File: config.mk
export PLATFORM = sky130hd
export DESIGN_NAME = ddr_req_arbiter_flat
export DESIGN_NICKNAME = d
export VERILOG_FILES = /design/src/rtl/ddr_arb_pkg.sv /design/src/rtl/ddr_req_arbiter_if.sv /design/src/rtl/ddr_arb_policy.sv /design/src/rtl/ddr_req_arbiter.sv /design/src/flat_wrapper.sv
export SDC_FILE = /design/constraint.sdc
export NUM_CORES = 1
export LEC_CHECK = 0
export ABC_CLOCK_PERIOD_IN_PS = 6580
export BUFFER_PORTS_ARGS = -buffer_cell sky130_fd_sc_hd__buf_2
export CAP_MARGIN = 5
export CORE_AREA = 2 2 135 137
export CTS_BUF_LIST = sky130_fd_sc_hd__clkbuf_4 sky130_fd_sc_hd__clkbuf_8 sky130_fd_sc_hd__clkbuf_16
export CTS_CLUSTER_SIZE = 12
export DETAILED_ROUTE_END_ITERATION = 16
export DIE_AREA = 0 0 137 139
export MAX_ROUTING_LAYER = met4
export PLACE_DENSITY = 0.7
export SLEW_MARGIN = 20
export SYNTH_ARGS = -nofsm -noshare
export SYNTH_HDL_FRONTEND = slang
export SYNTH_SLANG_ARGS = --single-unit
File: constraint.sdc
create_clock -name clk -period 6.58 [get_ports clk]
set_input_delay 0.987 -clock clk [delete_from_list [all_inputs] [get_ports clk]]
set_output_delay 0.987 -clock clk [all_outputs]
set_load 0.05 [all_outputs]
File: src/rtl/ddr_arb_pkg.sv
// Shared types and constants for the DDR command-port arbiter.
// State encodings are fixed constants so the enum stays bit-compatible with older netlists.
package ddr_arb_pkg;

    localparam logic [0:0] ST_IDLE  = 1'b0;
    localparam logic [0:0] ST_ISSUE = 1'b1;

    typedef enum logic [0:0] {
        IDLE  = ST_IDLE,
        ISSUE = ST_ISSUE
    } arb_state_e;

    localparam logic GNT_WR = 1'b1;
    localparam logic GNT_RD = 1'b0;

    localparam int WR_BURST_MAX_DEF = 8;
    localparam int RD_BURST_MAX_DEF = 2;

endpackage

File: src/rtl/ddr_req_arbiter_if.sv
// Bundle of the write requester, read requester and memory command handshakes.
interface ddr_req_arbiter_if #(
    parameter int ADX_W  = 27,
    parameter int DATA_W = 128
);
    logic              wr_req;
    logic [ADX_W-1:0]  wr_adx;
    logic [DATA_W-1:0] wr_data;
    logic              wr_ack;

    logic              rd_req;
    logic [ADX_W-1:0]  rd_adx;
    logic              rd_ack;

    logic              cmd_valid;
    logic              cmd_ready;
    logic              cmd_write;
    logic [ADX_W-1:0]  cmd_adx;
    logic [DATA_W-1:0] cmd_data;

    // Arbiter side
    modport slave (
        input  wr_req, wr_adx, wr_data, rd_req, rd_adx, cmd_ready,
        output wr_ack, rd_ack, cmd_valid, cmd_write, cmd_adx, cmd_data
    );

    // Requester / memory-interface side
    modport master (
        output wr_req, wr_adx, wr_data, rd_req, rd_adx, cmd_ready,
        input  wr_ack, rd_ack, cmd_valid, cmd_write, cmd_adx, cmd_data
    );

endinterface

File: src/rtl/ddr_arb_policy.sv
// Write-priority winner select with saturating streak counters that bound starvation
// of whichever requester is waiting.
module ddr_arb_policy
    import ddr_arb_pkg::*;
#(
    parameter int WR_BURST_MAX = WR_BURST_MAX_DEF,
    parameter int RD_BURST_MAX = RD_BURST_MAX_DEF
) (
    input  logic clk,
    input  logic reset,
    input  logic idle,
    input  logic wr_req,
    input  logic rd_req,
    input  logic last_grant,
    input  logic grant,
    output logic winner
);

    localparam int WR_SW = $clog2(WR_BURST_MAX + 1);
    localparam int RD_SW = $clog2(RD_BURST_MAX + 1);
    localparam logic [WR_SW-1:0] WR_LIM = WR_SW'(WR_BURST_MAX);
    localparam logic [RD_SW-1:0] RD_LIM = RD_SW'(RD_BURST_MAX);

    logic [WR_SW-1:0] wr_streak;
    logic [RD_SW-1:0] rd_streak;

    // An unfinished read burst keeps priority; otherwise writes win until their streak saturates.
    always_comb begin
        winner = GNT_WR;
        if (!wr_req) begin
            winner = GNT_RD;
        end else if (rd_req) begin
            if (last_grant == GNT_RD && rd_streak < RD_LIM) begin
                winner = GNT_RD;
            end else if (wr_streak == WR_LIM) begin
                winner = GNT_RD;
            end
        end
    end

    always_ff @(posedge clk or posedge reset) begin
        if (reset) begin
            wr_streak <= '0;
            rd_streak <= '0;
        end else if (grant) begin
            if (winner == GNT_WR) begin
                rd_streak <= '0;
                if (!rd_req) begin
                    wr_streak <= '0;
                end else if (wr_streak != WR_LIM) begin
                    wr_streak <= wr_streak + WR_SW'(1);
                end
            end else begin
                wr_streak <= '0;
                if (!wr_req) begin
                    rd_streak <= '0;
                end else if (rd_streak != RD_LIM) begin
                    rd_streak <= rd_streak + RD_SW'(1);
                end
            end
        end else if (idle) begin
            if (!rd_req) wr_streak <= '0;
            if (!wr_req) rd_streak <= '0;
        end
    end

endmodule

File: src/rtl/ddr_req_arbiter.sv
// Shares the DDR command port between the sample write path and the capture readback path.
//
//   state | meaning
//   IDLE  | no command outstanding; requests are sampled and arbitrated
//   ISSUE | command held on cmd_*, waiting for cmd_ready; requests ignored
module ddr_req_arbiter
    import ddr_arb_pkg::*;
#(
    parameter int ADX_W        = 27,
    parameter int DATA_W       = 128,
    parameter int WR_BURST_MAX = WR_BURST_MAX_DEF,
    parameter int RD_BURST_MAX = RD_BURST_MAX_DEF
) (
    input  logic               clk,
    input  logic               reset,
    ddr_req_arbiter_if.slave   bus,
    output logic               busy
);

    arb_state_e        state;
    logic              last_grant;
    logic              grant;
    logic              winner;
    logic              cmd_valid_q;
    logic              cmd_write_q;
    logic              wr_ack_q;
    logic              rd_ack_q;
    logic [ADX_W-1:0]  cmd_adx_q;
    logic [DATA_W-1:0] cmd_data_q;

    assign grant = (state == IDLE) && (bus.wr_req || bus.rd_req);
    assign busy  = (state != IDLE);

    ddr_arb_policy #(
        .WR_BURST_MAX (WR_BURST_MAX),
        .RD_BURST_MAX (RD_BURST_MAX)
    ) u_policy (
        .clk        (clk),
        .reset      (reset),
        .idle       (state == IDLE),
        .wr_req     (bus.wr_req),
        .rd_req     (bus.rd_req),
        .last_grant (last_grant),
        .grant      (grant),
        .winner     (winner)
    );

    // last_grant starts as a write so the first contended grant after reset follows write priority.
    always_ff @(posedge clk or posedge reset) begin
        if (reset) begin
            state       <= IDLE;
            last_grant  <= GNT_WR;
            cmd_valid_q <= 1'b0;
            cmd_write_q <= 1'b0;
            wr_ack_q    <= 1'b0;
            rd_ack_q    <= 1'b0;
            cmd_adx_q   <= '0;
            cmd_data_q  <= '0;
        end else begin
            wr_ack_q <= 1'b0;
            rd_ack_q <= 1'b0;
            case (state)
                IDLE: begin
                    if (grant) begin
                        state       <= ISSUE;
                        cmd_valid_q <= 1'b1;
                        cmd_write_q <= winner;
                        last_grant  <= winner;
                        if (winner == GNT_WR) begin
                            cmd_adx_q  <= bus.wr_adx;
                            cmd_data_q <= bus.wr_data;
                            wr_ack_q   <= 1'b1;
                        end else begin
                            cmd_adx_q  <= bus.rd_adx;
                            rd_ack_q   <= 1'b1;
                        end
                    end
                end
                ISSUE: begin
                    if (bus.cmd_ready) begin
                        state       <= IDLE;
                        cmd_valid_q <= 1'b0;
                    end
                end
                default: state <= IDLE;
            endcase
        end
    end

    assign bus.cmd_valid = cmd_valid_q;
    assign bus.cmd_write = cmd_write_q;
    assign bus.cmd_adx   = cmd_adx_q;
    assign bus.cmd_data  = cmd_data_q;
    assign bus.wr_ack    = wr_ack_q;
    assign bus.rd_ack    = rd_ack_q;

endmodule

File: src/flat_wrapper.sv
// flat-port wrapper written by rule: the top's interface ports become plain ports
module ddr_req_arbiter_flat import ddr_arb_pkg::*;
#(
    parameter int ADX_W        = 27,
    parameter int DATA_W       = 128,
    parameter int WR_BURST_MAX = WR_BURST_MAX_DEF,
    parameter int RD_BURST_MAX = RD_BURST_MAX_DEF
)
  (clk, reset, busy, bus_wr_req, bus_wr_adx, bus_wr_data, bus_rd_req, bus_rd_adx, bus_cmd_ready, bus_wr_ack, bus_rd_ack, bus_cmd_valid, bus_cmd_write, bus_cmd_adx, bus_cmd_data);
  ddr_req_arbiter_if #(.ADX_W(ADX_W), .DATA_W(DATA_W)) bus_i ();
  input  logic clk;
  input  logic reset;
  output logic busy;
  input wire logic [$bits(bus_i.wr_req)-1:0] bus_wr_req;
  input wire logic [$bits(bus_i.wr_adx)-1:0] bus_wr_adx;
  input wire logic [$bits(bus_i.wr_data)-1:0] bus_wr_data;
  input wire logic [$bits(bus_i.rd_req)-1:0] bus_rd_req;
  input wire logic [$bits(bus_i.rd_adx)-1:0] bus_rd_adx;
  input wire logic [$bits(bus_i.cmd_ready)-1:0] bus_cmd_ready;
  output wire logic [$bits(bus_i.wr_ack)-1:0] bus_wr_ack;
  output wire logic [$bits(bus_i.rd_ack)-1:0] bus_rd_ack;
  output wire logic [$bits(bus_i.cmd_valid)-1:0] bus_cmd_valid;
  output wire logic [$bits(bus_i.cmd_write)-1:0] bus_cmd_write;
  output wire logic [$bits(bus_i.cmd_adx)-1:0] bus_cmd_adx;
  output wire logic [$bits(bus_i.cmd_data)-1:0] bus_cmd_data;
  assign bus_i.wr_req = bus_wr_req;
  assign bus_i.wr_adx = bus_wr_adx;
  assign bus_i.wr_data = bus_wr_data;
  assign bus_i.rd_req = bus_rd_req;
  assign bus_i.rd_adx = bus_rd_adx;
  assign bus_i.cmd_ready = bus_cmd_ready;
  assign bus_wr_ack = bus_i.wr_ack;
  assign bus_rd_ack = bus_i.rd_ack;
  assign bus_cmd_valid = bus_i.cmd_valid;
  assign bus_cmd_write = bus_i.cmd_write;
  assign bus_cmd_adx = bus_i.cmd_adx;
  assign bus_cmd_data = bus_i.cmd_data;
  ddr_req_arbiter #(.ADX_W(ADX_W), .DATA_W(DATA_W), .WR_BURST_MAX(WR_BURST_MAX), .RD_BURST_MAX(RD_BURST_MAX)) u_core (.clk(clk), .reset(reset), .bus(bus_i), .busy(busy));
endmodule
==> results by group <==
Clocking
  – Maximum root-to-sink buffer count: 2
  – CTS sink cnt: 167
  – CTS Buf Count: 17
  – Post-cts repair resize count: 0
  – Clock tree from TritonCTS: yes
  – H-tree levels: 4
  – Number of buffers inserted by hold repair at cts: 0
  – Clock slew seen by the registers of the worst setup and hold paths: 60 ps
  – Clock Tree Root: clkbuf_16
  – Clock latency at the later pin of the worst-skew pair: 410 ps
  – Setup bufs post-CTS: 0

GRT
  – Overall routing resource usage: 18.4%
  – Global-route wire length before repair: 26.2 mm
  – Global-route layer with the greatest usage: met2
  – Met1 Use GR: 21.5%
  – Met3 routing resource usage after global routing: approximately 4.8%
  – M2 GR Usage: 29.9%
  – Initial antenna violation count: 0
  – Pin count of the biggest net entering global routing: between 90 and 100
  – Vias in the first global route: 5003
  – Overflow after GRT: 0

Setup path
  – Critical path endpoint category: flip-flop
  – Worst path required time: 6870 ps
  – Setup crit start kind: input port
  – Crit Path Max Fanout: 84
  – Register-to-register setup slack: 3770 ps
  – Launch point of the worst reg-to-reg path: u_core.busy
  – Cell count of the worst reg-to-reg path: 5
  – Critical Path End: u_core.bus.cmd_data[117]
  – Arrival time at the worst endpoint: 3230 ps
  – Path type of the worst setup path: input port to flip-flop
  – End of the worst register-to-register path: u_core.bus.cmd_data[117]
  – Beginning of the critical path: bus_wr_req

STA
  – Final Cycle Share: 44.8%
  – Number of setup violations in the final report: 0
  – RSZ-0062 raised after global routing: false
  – Worst-Margin Slew: 900 ps
  – Pins over their slew limit: 0
  – Total count of hold-check failures in the final report: 0
  – Highest achievable clock rate: between 300 and 400 MHz
  – Setup TNS: 0 ps
  – Worst Skew: 10.5 ps
  – Post-layout minimum cycle time: around 3000 ps
  – Max-slew headroom at the worst pin: roughly two fifths

Detailed routing
  – Total number of vias: 4757
  – Number of detailed-routing iterations run before antenna repair: 4
  – Routed Wire Length: between 15 and 20 mm
  – Avg Vias per Cell: 4.71
  – Number of DRC violations after detailed-routing iteration 0: roughly 190
  – Number of nets with antenna violations after routing: 0
  – Total DRC errors in the routed layout: 0
  – Routed length per instance: 16.9 µm

Die
  – I/O pin count: around 350
  – CORE AREA: 17700 µm²
  – Overall die area: 19000 µm²
  – Die width: 137 µm
  – Core Rows: 49
  – Vert. Die Dim: about 140 µm
  – Starting utilization of the core area: 40.0%

Final layout
  – Net count of the finished layout: between 900 and 1000
  – Growth of design area from synthesis to finish: 34.5%
  – Total inserted antenna cells: 0
  – Share of the core filled with cells in the final layout: 53.8%
  – Share of cells above drive strength 1: 64.2%
  – Post-route cell area: about 9500 µm²
  – Final Non-Filler Cells: ~1000

Synth
  – Mapped Avg Cell Area: 16.7 µm²
  – Yosys synthesis warning count: 0
  – Number of storage elements in the synthesis netlist: 167
  – Cell type contributing the most total cell area after synthesis: dfrtp_1
  – Cell count after synthesis: 422
  – Ranking of synthesized cells by area: dfrtp_1 59%, mux2_4 23%, a221o_1 3.8%
  – Post-synthesis sequential area ratio: about three fifths
  – Area share of the largest cell type after synthesis: 58.9%
  – Distinct cell type count after synthesis: 36
  – Syn_nets: 612
  – Post-synthesis instance area: 7060 µm²

Place
  – Final HPWL DP: 12.5 mm
  – Number of placed instances, taps included: around 1000
  – Post-Place Cell Area: 8890 µm²
  – Last weighted congestion value of the routability-driven placer: 0.851
  – Number of port buffers: 346

Status
  – Status: finished clean

Job
  – Number of max-cap violations: 0

Worst hold path
  – Type of the most critical hold path: flip-flop to flip-flop
## sequential cells by signal, summed over array words and instances, names as in the netlist, 2 cells and up
register                   cells
u_core.u_policy.wr_streak      4
u_core.bus.cmd_data          128
u_core.u_policy.rd_streak      2
u_core.bus.cmd_adx            27
## per-layer routing
metal | up-vias | routed length (µm)
li1 | 2210 | -
met1 | 2287 | 7000
met2 | 233 | 8330
met3 | 27 | 1350
met4 | 0 | 444
met5 | - | 0
## Yosys cell counts
master     number
inv_2           2
buf_4           2
a21o_1          1
mux2_1         18
nand3b_1        1
clkbuf_4        1
a221o_1        27
nand3b_4        1
o211a_1         1
nand4_1         3
nor2_1          1
or3_1           2
a31oi_4         1
dfrtp_1       166
o21ai_1         3
nor3_1          1
buf_2           3
nor2b_1         1
mux2_4        110
a21oi_1         1
a311oi_4        1
nand3_1         3
nor3b_2         1
clkbuf_1        3
ha_1            3
inv_1           5
o21bai_1        1
or2_4           1
o2bb2ai_1       1
o211ai_1        1
buf_6           4
and2_1         27
nand2_1        12
buf_8          10
o22ai_1         2
dfstp_2         1
## worst max-delay path: stages
cell and delay, ps:
buf_2 160, nor2b_1 250, a31oi_4 170, inv_8 480, buf_4 660, mux2_1 400
## final cells by class
cell class                      instances  area, µm²
Tap cell                              229        287
Clock inverter                         13        169
Inverter                                7       38.8
Multi-Input combinational cell        225       2610
Clock buffer                           19        440
Timing Repair Buffer                  351       1770
Fill cell                            1495       8160
Sequential cell                       167       4180
## stage by stage
step | setup slack, ps | hold WS [ps]
2_1_floorplan | 1080 | 447
3_3_place_gp | 3300 | 455
3_5_place_dp | 3230 | 466
4_1_cts | 3680 | 475
5_1_grt | 3510 | 505
6_report | 3630 | 474
## placed cells by master (no fill, tap or decap), drive strengths merged, types with 11 or more instances in the layout
cell type,n
a221o,27
and2,27
buf,351
clkbuf,19
dfrtp,166
inv,11
mux2,128
nand2,12
## how the worst min path moves through the flow
stage | endpoint | start | slack (ps) | depth (start not counted)
2_1_floorplan | u_core.last_grant | u_core.last_grant | 450 | 2
3_3_place_gp | u_core.bus.cmd_valid | u_core.bus.cmd_valid | 460 | 2
3_5_place_dp | u_core.last_grant | u_core.last_grant | 470 | 2
4_1_cts | u_core.last_grant | u_core.last_grant | 480 | 2
5_1_grt | u_core.bus.cmd_data[116] | u_core.bus.cmd_data[116] | 510 | 1
6_report | u_core.last_grant | u_core.last_grant | 470 | 2
## kinds of logic after synthesis
family	synth area share, %
muxes	26.3
AOI/OAI and AO/OA	5.55
DFF	59.2
buffers and inverters	3.83
adders and majority gates	0.532
and+or+nand+nor	4.59
Power is left out: the tool's default activity adds up to more than one toggle a clock period on the data nets, which glitch-free logic cannot reach.
